[src/rtl/im_pkg.sv]
// Shared constants and state encoding for the instruction-memory arbiter.
package im_pkg;

    localparam int unsigned IM_AW            = 6;
    localparam int unsigned IM_DW            = 32;
    localparam int unsigned IM_DEPTH         = 64;
    localparam int unsigned IM_HOST_WAIT_MAX = 4;

    localparam logic [1:0] ST_CLEAR = 2'd0;
    localparam logic [1:0] ST_RUN   = 2'd1;
    localparam logic [1:0] ST_LOAD  = 2'd2;

endpackage

[src/rtl/im_arbiter.sv]
// Shares the instruction-memory port between CPU fetch and host: clears the
// array after reset, then arbitrates fetch/host reads and host program loads.
module im_arbiter
    import im_pkg::*;
#(
    parameter int unsigned AW            = IM_AW,
    parameter int unsigned DW            = IM_DW,
    parameter int unsigned DEPTH         = IM_DEPTH,
    parameter int unsigned HOST_WAIT_MAX = IM_HOST_WAIT_MAX
) (
    input  logic          clk,
    input  logic          rst,
    input  logic          fetch_req,
    input  logic [AW-1:0] fetch_addr,
    output logic          fetch_gnt,
    output logic          fetch_valid,
    output logic [DW-1:0] fetch_data,
    input  logic          host_req,
    input  logic          host_we,
    input  logic [AW-1:0] host_addr,
    input  logic [DW-1:0] host_wdata,
    output logic          host_gnt,
    output logic          host_valid,
    output logic [DW-1:0] host_rdata,
    input  logic          load_start,
    input  logic          load_end,
    output logic          cpu_stall,
    output logic          cpu_restart,
    output logic [AW-1:0] mem_addr,
    output logic          mem_we,
    output logic [DW-1:0] mem_wdata,
    input  logic [DW-1:0] mem_rdata
);

    localparam int unsigned    AGW     = $clog2(HOST_WAIT_MAX + 1);
    localparam logic [AGW-1:0] AGE_MAX = AGW'(HOST_WAIT_MAX);
    localparam logic [AW-1:0]  LAST    = AW'(DEPTH - 1);

    logic [1:0]     state;
    logic [AW-1:0]  cnt;
    logic [AGW-1:0] age;
    logic           load_pend;
    logic           restart_q;
    logic           host_rd;
    logic           host_force;
    logic           clear_done;

    assign cpu_restart = restart_q;

    always_comb begin
        host_rd    = host_req && !host_we;
        host_force = host_rd && (age >= AGE_MAX);
        clear_done = (state == ST_CLEAR) && (cnt == LAST);
        fetch_gnt  = 1'b0;
        host_gnt   = 1'b0;
        cpu_stall  = 1'b1;
        mem_we     = 1'b0;
        mem_addr   = fetch_addr;
        mem_wdata  = '0;
        case (state)
            ST_CLEAR: begin
                mem_we   = 1'b1;
                mem_addr = cnt;
            end
            ST_RUN: begin
                // A starved host read steals the port; the CPU stalls that cycle.
                host_gnt  = host_rd && (!fetch_req || host_force);
                fetch_gnt = fetch_req && !host_gnt;
                cpu_stall = fetch_req && host_gnt;
                if (host_gnt) mem_addr = host_addr;
            end
            ST_LOAD: begin
                host_gnt = host_req;
                mem_addr = host_addr;
                mem_we   = host_req && host_we;
                if (host_req && host_we) mem_wdata = host_wdata;
            end
            default: ;
        endcase
    end

    always_ff @(posedge clk) begin
        if (rst) begin
            state       <= ST_CLEAR;
            cnt         <= '0;
            age         <= '0;
            load_pend   <= 1'b0;
            restart_q   <= 1'b0;
            fetch_valid <= 1'b0;
            fetch_data  <= '0;
            host_valid  <= 1'b0;
            host_rdata  <= '0;
        end else begin
            fetch_valid <= fetch_gnt;
            if (fetch_gnt) fetch_data <= mem_rdata;
            host_valid <= host_gnt && !host_we;
            if (host_gnt && !host_we) host_rdata <= mem_rdata;
            restart_q <= clear_done || ((state == ST_LOAD) && load_end);

            if ((state != ST_RUN) || host_gnt) age <= '0;
            else if (host_rd && (age < AGE_MAX)) age <= age + 1'b1;

            case (state)
                ST_CLEAR: begin
                    cnt <= cnt + 1'b1;
                    if (clear_done) begin
                        state     <= (load_pend || load_start) ? ST_LOAD : ST_RUN;
                        load_pend <= 1'b0;
                    end else if (load_start) begin
                        load_pend <= 1'b1;
                    end
                end
                ST_RUN:  if (load_start) state <= ST_LOAD;
                ST_LOAD: if (load_end)   state <= ST_RUN;
                default: state <= ST_CLEAR;
            endcase
        end
    end

endmodule

[config.mk]
export PLATFORM = sky130hd
export DESIGN_NAME = im_arbiter
export DESIGN_NICKNAME = d
export VERILOG_FILES = /design/src/rtl/im_pkg.sv /design/src/rtl/im_arbiter.sv
export SDC_FILE = /design/constraint.sdc
export NUM_CORES = 1
export LEC_CHECK = 0
export ABC_CLOCK_PERIOD_IN_PS = 1800
export BUFFER_PORTS_ARGS = -buffer_cell sky130_fd_sc_hd__buf_4
export CAP_MARGIN = 20
export CELL_PAD_IN_SITES_DETAIL_PLACEMENT = 1
export CELL_PAD_IN_SITES_GLOBAL_PLACEMENT = 2
export CORE_MARGIN = 2
export CORE_UTILIZATION = 22
export CTS_BUF_LIST = sky130_fd_sc_hd__clkbuf_4
export DETAILED_ROUTE_END_ITERATION = 8
export GPL_TIMING_DRIVEN = 0
export HOLD_SLACK_MARGIN = 0.12
export PLACE_DENSITY = 0.86
export SLEW_MARGIN = 0
export SYNTH_ARGS = -nofsm -noshare
export SYNTH_HDL_FRONTEND = slang
export SYNTH_SLANG_ARGS = --single-unit
[constraint.sdc]
create_clock -name clk -period 1.8 [get_ports clk]
set_input_delay 0.27 -clock clk [delete_from_list [all_inputs] [get_ports clk]]
set_output_delay 0.27 -clock clk [all_outputs]
set_load 0.02 [all_outputs]
==> results of run 1 <==
-- cell families after synthesis --
family | count (synthesis) | share of synthesized area, %
adder cells (fa/ha/maj) | 6 | 2.14
flip-flops | 79 | 45.1
XOR/XNOR | 4 | 0.999
multiplexers | 35 | 9.99
AO/OA/AOI/OAI | 62 | 10.5
AND/OR/NAND/NOR | 204 | 26.6
buffers and inverters | 35 | 4.60
-- worst min-delay path: stages --
cell and delay [ns]:
buf_4 0.11, and2_4 0.15, buf_4 0.10, nor3_1 0.04
-- layer usage --
layer / vias up / part of all wire (%)
met3: 17 / 5.2
met1: 1902 / 40
met4: 0 / 1.4
met2: 98 / 53
met5: - / 0
li1: 1922 / -
-- stage by stage --
stage,utilization [%],hold WS (ns),area [µm²]
after global placement,33.1,0.445,5200
after floorplan,-,0.406,3510
after CTS,38.8,0.152,6100
after global routing,41.0,0.207,6440
final,41.0,0.234,6440
after detailed placement,33.1,0.453,5200
-- where the power goes --
group	total, mW	switching [mW]	leakage (nW)	internal (mW)
combinational	2.04	0.964	2.07	1.07
sequential	1.97	0.0988	0.640	1.87
clock	1.10	0.671	0.0781	0.426
-- flip-flops by register name, summed over array words and instances, names as in the netlist --
signal,flops
state,2
host_rdata,32
age,3
cnt,6
fetch_valid,1
cpu_restart,1
host_valid,1
fetch_data,32
load_pend,1
-- repair_timing --
action,4_1_cts,5_1_grt
buffers inserted,23,1
hold endpoints to repair,66,0
gates cloned,1,6
setup endpoints to repair,101,100
gates resized for setup,63,79
hold buffers,34,0
pin swaps,14,18
-- cell usage in the layout, fill, tap and decap left out, types with 3 or more instances in the layout --
| cell type | netlist | layout |
|---|---|---|
| buf_4 | 3 | 177 |
| nand2_1 | 136 | 134 |
| dfxtp_1 | 79 | 76 |
| buf_6 | 1 | 45 |
| a21oi_1 | 41 | 38 |
| mux2i_1 | 35 | 34 |
| dlygate4sd3_1 | 0 | 34 |
| and2_4 | 0 | 21 |
| and2_1 | 39 | 18 |
| clkbuf_1 | 14 | 11 |
| nor2_1 | 9 | 9 |
| clkbuf_4 | 0 | 9 |
| a221o_1 | 5 | 5 |
| o21ai_0 | 6 | 5 |
| inv_1 | 7 | 4 |
| ha_4 | 0 | 4 |
| nor2b_4 | 1 | 3 |
| buf_8 | 0 | 3 |
| buf_2 | 9 | 3 |
| a21oi_2 | 0 | 3 |
| buf_12 | 0 | 3 |
| nand4_1 | 3 | 3 |
| nor3_1 | 3 | 3 |
| clkbuf_16 | 0 | 3 |
-- worst max path at each step --
stage / from / end
after CTS: state[0] / mem_addr[0]
after global routing: state[0] / mem_addr[0]
after floorplan: state[1] / mem_addr[0]
final: state[0] / mem_addr[0]
after global placement: state[0] / mem_wdata[7]
after detailed placement: state[0] / mem_wdata[7]
-- final cells by class --
cell class                      instances  area (µm²)  area share [%]
Buffer                                 25         214            3.32
Clock buffer                            9        67.6            1.05
Clock inverter                          7        70.1            1.09
Inverter                                8        38.8           0.603
Multi-Input combinational cell        311        1960            30.4
Sequential cell                        79        1590            24.7
Tap cell                              216         270            4.20
Timing Repair Buffer                  255        2230            34.6
==> flow_summary.ini, run 1 <==
[outcome]
status = complete, but fails checks
violations = setup timing

[floorplan]
initial_core_util_pct = 22.3
std_cell_rows = 46
coreArea_um2 = 15700
ios = 192
die_h_um = 130
dieArea_um2 = 17000
die_w_um = 130

[sta]
final_hold_viol_count = 0
finalSetupViolCount = 42
slew_headroom_pct = 62.2
rsz0062_at_grt = true
max_freq_mhz = 436
fin_ws_ns = -0.492
skew_ns = 0.0160
worstMarginPinSlew_ns = 0.567
drv_slew = 0
fin_setup_tns_ns = -15.17
finalCriticalPeriod_ns = 2.29
period_share_pct = 127

[yosys]
yosysUniqueCellTypes = 40
ys_seq_area_share_pct = 45.1
synth.most_common_cell = nand2_1
synth_edf_count = 0
synth_common_cells = nand2_1 (136), dfxtp_1 (79), a21oi_1 (41)
synth_top_cell_area_share_pct = 45.1
synth-seq-cells = 79
syn_nets = 514
syn_avg_cell_area_um2 = 8.25
yosysWarnings = 0
synth_area_um2 = 3510
async_flop_share_pct = 0
yosysTopAreaCell = dfxtp_1
netlist_instances = 425
ys_top_cells_by_area = dfxtp_1 (45%), nand2_1 (15%), mux2i_1 (10%), and2_1 (7.0%), a21oi_1 (5.9%)
synth_ff_type = dfxtp_1

[cts]
numCtsBuffers = 9
cts_max_path_buffers = 2
h-tree-depth = 3
cts_sinks = 79
cts.clk_slew.worst_paths_ns = 0.13
cts_tree = built
insertion_delay_ns = 0.46
root_buffer = clkbuf_4

[drt]
wl_per_cell_um = 15.8
num_vias = 3939
first_iter_violations = 140
viasPerCell = 4.33
detail-route-antenna-nets = 0
drc = 0
drt-pass1-iter-count = 4
wl_um = 14400

[finish]
drive_gt1_share_pct = 43.7
area_delta_synth_final_pct = 83.6
n_antenna_cell = 0
fillers = 1857
layout.cells.non_filler = 910
final_nets = 778

[pwr]
power_leakage_nw = 2.78
total_power_mw = 5.10
vdd_drop_max_uv = 435
power.density_nw_per_um2 = 793

[grt]
grtUsageMet2_pct = 29.1
gr-usage-all-layers_pct = 16.1
grt_max_degree = 15
use_met3_pct = 4.96
antenna_found_initial = 0
met1_usage_pct = 18.2
grt_pass1_wl_um = 21000
grt_pass1_vias = 4105
grt.busiest_layer = met2
grt_overflow_total = 0

[placed_design]
hpwl_um = 10100
port_buffers = 190
dp_slack_ns = -0.256
dp_cells = 831
gp_congestion = 0.782

[critical_path]
end_kind = output port
crit_fanout = 5
reg2reg_depth = 7
crit_chain = clkinvlp_4 -> ha_4 -> a31o_4 -> nor2b_4 -> a221o_1 -> buf_6
cp_top_family = compound AO/OA/AOI/OAI gates
regToRegStartpoint = state[0]
critPathArrivalTime_ns = 2.02
worstReg2RegEnd = age[0]
critical_path.slowest_cell = dfxtp_4
cp.depth = 6
critical_path_buf_inv_count = 2
required_ns = 1.53
ff2ff_setup_slack_ns = 0.01
slowest_delay_ns = 0.40
start_kind = register
critPathKind = register to output port

[job]
drv_cap = 0

[hold_path]
hp-start = host_req
hp-class = primary input to register
holdPathEnd = age[2]
min_path_cells = 4
Note: power is estimated with default switching activity, not from simulation.
==> run 2, diff against run 1 <==
--- a/config.mk
+++ b/config.mk
@@ -16,7 +16,10 @@
 export DETAILED_ROUTE_END_ITERATION = 8
 export GPL_TIMING_DRIVEN = 0
 export HOLD_SLACK_MARGIN = 0.12
+export MAX_ROUTING_LAYER = met4
 export PLACE_DENSITY = 0.86
+export REMOVE_ABC_BUFFERS = 1
+export SETUP_SLACK_MARGIN = 0.05
 export SLEW_MARGIN = 0
 export SYNTH_ARGS = -nofsm -noshare
 export SYNTH_HDL_FRONTEND = slang
==> flow_summary.ini, run 2 (same netlist as run 1, synthesis figures left out) <==
[finish]
layout.cells.non_filler = 891
drive_gt1_share_pct = 45.3
final_area_um2 = 6300
area_delta_synth_final_pct = 79.8
top_regs = fetch_data x32, host_rdata x32, cnt x6
n_antenna_cell = 0
final_nets = 760
final_common_cell = buf_4
final_cell_mix = buf_4 (175), nand2_1 (135), dfxtp_1 (76)
fillers = 1831

[sta]
period_share_pct = 124
final_hold_viol_count = 0
fin_ws_ns = -0.426
max_freq_mhz = 449
skew_ns = 0.0236
rsz0062_at_grt = true
slew_headroom_pct = 66.4
worstMarginPinSlew_ns = 0.504
hold-worst-slack_ns = 0.252
fin_setup_tns_ns = -10.79
finalCriticalPeriod_ns = 2.23
finalSetupViolCount = 41
drv_slew = 0

[placed_design]
placed_area_um2 = 5150
gp_congestion = 0.777
hpwl_um = 8990
port_buffers = 191
dp_cells = 808

[drt]
highest_layer = met4
first_iter_violations = 93
viasPerCell = 4.44
m1WireLength_um = 5390
drt-pass1-iter-count = 4
dr_wl_met3_um = 1110
wl_per_cell_um = 16.1
detail-route-antenna-nets = 0
wl_met2_um = 7620
wl_um = 14400
num_vias = 3953
drc = 0

[cts]
cts.clk_slew.worst_paths_ns = 0.11
cts_tree = built
insertion_delay_ns = 0.44
root_buffer = clkbuf_4
cts_max_path_buffers = 2
cts_sinks = 79
numCtsBuffers = 9
h-tree-depth = 3

[critical_path]
required_ns = 1.53
critPathArrivalTime_ns = 1.96
crit_fanout = 5
end_kind = output port
start_kind = register
critPathKind = register to output port

[floorplan]
std_cell_rows = 46
die_h_um = 130
coreArea_um2 = 15700
dieArea_um2 = 17000
die_w_um = 130
ios = 192
initial_core_util_pct = 22.3

[grt]
grt_overflow_total = 0
grt_pass1_wl_um = 20800
antenna_found_initial = 0
grt_max_degree = 44
grt_pass1_vias = 4148
gr-usage-all-layers_pct = 16.3

[pwr]
power_leakage_nw = 2.71
power.density_nw_per_um2 = 795
vdd_drop_max_uv = 343

[outcome]
violations = setup timing
status = complete, but fails checks

[job]
drv_cap = 0

[hold_path]
hp-class = primary input to register
==> run 2: power by group <==
group | switching (mW) | leakage [nW] | internal (mW)
combinational | 0.961 | 1.99 | 1.01
clock | 0.617 | 0.0743 | 0.444
sequential | 0.110 | 0.640 | 1.87
total | 1.69 | 2.71 | 3.32
==> run 2: metrics by stage <==
step / util, % / total power [mW] / setup WS, ns
after floorplan: - / 2.76 / -0.238
after global placement: 32.3 / 3.33 / -1.32
after detailed placement: 32.8 / 3.40 / -0.802
after CTS: 38.9 / 4.91 / -0.466
after global routing: 40.1 / 5.30 / -0.495
final: 40.1 / 5.01 / -0.426
==> run 2: repair_timing <==
item | CTS | global route
gates cloned | 4 | 2
pin swaps | 23 | 14
setup endpoints to repair | 111 | 46
resized for setup | 108 | 18
hold endpoints to repair | 65 | 0
setup buffers | 15 | 14
hold buffers | 33 | 0
==> run 2: layout make-up <==
class / count / area, µm² / share of cell area (%)
tap: 216 / 270 / 4.29
sequential: 79 / 1590 / 25.3
timing repair inverter: 2 / 15.0 / 0.238
timing repair buffer: 256 / 2230 / 35.4
inverter: 8 / 50.0 / 0.794
clock inverter: 4 / 47.5 / 0.754
clock buffer: 11 / 82.6 / 1.31
multi-input combinational: 315 / 2020 / 32.0
==> run 2: path summary, 6_finish.rpt <==
check	from	to	slack, ns	cells after the start
worst max-delay path	state[1]	mem_addr[3]	-0.43	6
worst min register to register	fetch_data[20]	fetch_data[20]	0.47	2
worst min-delay path	load_start	load_pend	0.25	3
worst max register to register	state[1]	age[0]	0.01	7
==> run 2: metal layers <==
layer,track usage [%],up-vias
li1,-,1889
met1,16.5,1875
met2,30.6,169
met3,3.85,20
met4,5.95,0
met5,-,-
==> run 2: critical path: stages (launching register included) <==
cell     delay [ns]
dfxtp_4        0.37
buf_6          0.13
ha_4           0.16
a31o_4         0.22
nor2b_4        0.14
a221o_1        0.36
buf_6          0.15
==> run 3, diff against run 2 <==
--- a/config.mk
+++ b/config.mk
@@ -10,6 +10,7 @@
 export CAP_MARGIN = 20
 export CELL_PAD_IN_SITES_DETAIL_PLACEMENT = 1
 export CELL_PAD_IN_SITES_GLOBAL_PLACEMENT = 2
+export CORE_ASPECT_RATIO = 2
 export CORE_MARGIN = 2
 export CORE_UTILIZATION = 22
 export CTS_BUF_LIST = sky130_fd_sc_hd__clkbuf_4
==> flow_summary.ini, run 3 (same netlist as run 1, synthesis figures left out) <==
[outcome]
status = complete, but fails checks
violations = setup timing

[cts]
cts.clk_slew.worst_paths_ns = 0.12
h-tree-depth = 3
cts_sinks = 79
root_buffer = clkbuf_4
numCtsBuffers = 9
cts_tree = built
cts_max_path_buffers = 2
insertion_delay_ns = 0.43

[finish]
area_delta_synth_final_pct = 83.2
final_common_cell = buf_4
seq_area_um2 = 1590
layout.cells.non_filler = 883
multi_input_area_um2 = 2040
fillers = 1838
drive_gt1_share_pct = 46.1
top_regs = fetch_data x32, host_rdata x32, cnt x6
final_cell_mix = buf_4 (176), nand2_1 (134), dfxtp_1 (76)
final_nets = 765

[sta]
finalCriticalPeriod_ns = 2.29
finalSetupViolCount = 44
period_share_pct = 127
drv_slew = 0
rsz0062_at_grt = true
final_hold_viol_count = 0
worstMarginPinSlew_ns = 0.527
max_freq_mhz = 437
slew_headroom_pct = 64.8
skew_ns = 0.0129
fin_setup_tns_ns = -16.94
fin_ws_ns = -0.489

[placed_design]
gp_congestion = 0.744
dp_cells = 793
hpwl_um = 9340
port_buffers = 191

[critical_path]
crit_path_frequent_cell = buf_6
required_ns = 1.53
critPathKind = register to output port
critical_path.slowest_cell = dfxtp_4
crit_fanout = 7
slowest_delay_ns = 0.40
end_kind = output port
critPathArrivalTime_ns = 2.02
reg2reg_depth = 8
start_kind = register
crit_chain = clkinvlp_4 -> ha_4 -> buf_4 -> buf_6 -> and3_4 -> buf_6 -> and2_4 -> buf_6

[pwr]
power.density_nw_per_um2 = 790
vdd_drop_max_uv = 490
power_leakage_nw = 2.77

[floorplan]
die_h_um = 183
initial_core_util_pct = 22.3
std_cell_rows = 65
coreArea_um2 = 15700
dieArea_um2 = 17000
ios = 192
die_w_um = 93.3

[grt]
grt_pass1_vias = 4197
grt_max_degree = 44
grt_pass1_wl_um = 21500
grt_overflow_total = 0
gr-usage-all-layers_pct = 16.7
antenna_found_initial = 1

[job]
drv_cap = 0

[drt]
drt-pass1-iter-count = 4
detail-route-antenna-nets = 0
viasPerCell = 4.56
wl_um = 15800
num_vias = 4023
first_iter_violations = 71
wl_per_cell_um = 17.8
drc = 0

[hold_path]
min_path_cells = 2
hp-class = primary input to register
## run 3: cell types whose count changed in the layout (fill, tap and decap cells not counted), moves of 2 or more
| cell | change |
|---|---|
| inv_6 | -2 |
| clkbuf_4 | +4 |
| and2_4 | -5 |
| clkbuf_16 | +2 |
| and2_1 | +5 |
## run 3: final cells by class
class	count	share of cell area, %
diodes	1	0.0390
clock buffers	15	1.75
clock inverters	1	0.0779
inverters	8	1.01
multi-input cells	314	31.7
flip-flops and latches	79	24.8
well taps	201	3.92
repair buffers	263	36.5
repair inverters	1	0.175
## run 3: worst max-delay path, delay by kind of cell (launching register included)
kind	cells	cell delay, ns
adders and majority gates	1	0.21
buffers and inverters	5	0.67
DFF	1	0.40
and+or+nand+nor	2	0.32
## run 3: final timing paths
check	start	to	slack [ns]
max	state[0]	mem_wdata[19]	-0.49
min	rst	cnt[3]	0.30
max reg2reg	state[0]	age[0]	-0.17
min reg2reg	fetch_data[12]	fetch_data[12]	0.46
## run 3: stage by stage
| stage | setup slack, ns | power [mW] | hold slack, ns | util, % | area, µm² |
|---|---|---|---|---|---|
| after global placement | -1.45 | 3.35 | 0.444 | 32.2 | 5060 |
| after floorplan | -0.238 | 2.76 | 0.339 | - | 3370 |
| after CTS | -0.498 | 4.89 | 0.227 | 38.5 | 6040 |
| after detailed placement | -0.970 | 3.42 | 0.452 | 32.7 | 5130 |
| final | -0.489 | 5.07 | 0.298 | 40.9 | 6420 |
| after global routing | -0.566 | 5.35 | 0.285 | 40.9 | 6420 |
## run 3: routing by layer
metal | vias up | part of all wire (%) | GRT usage, %
li1 | 1901 | - | -
met1 | 1931 | 33 | 14.6
met2 | 163 | 58 | 32.9
met3 | 28 | 5.9 | 3.63
met4 | 0 | 2.7 | 7.29
met5 | - | 0 | -
## run 3: repair_timing
item                                    4_1_cts  5_1_grt
hold endpoints to repair                     66        0
endpoints found under the setup margin      113       81
resized for setup                            84       52
gates cloned                                  2        5
setup buffers                                19       14
hold buffers                                 34        0
pin swaps                                    30       17
## run 3: power by group
part,internal (mW),leakage (nW),switching [mW]
combinational,1.10,2.06,1.03
sequential,1.87,0.640,0.0991
clock,0.379,0.0729,0.598
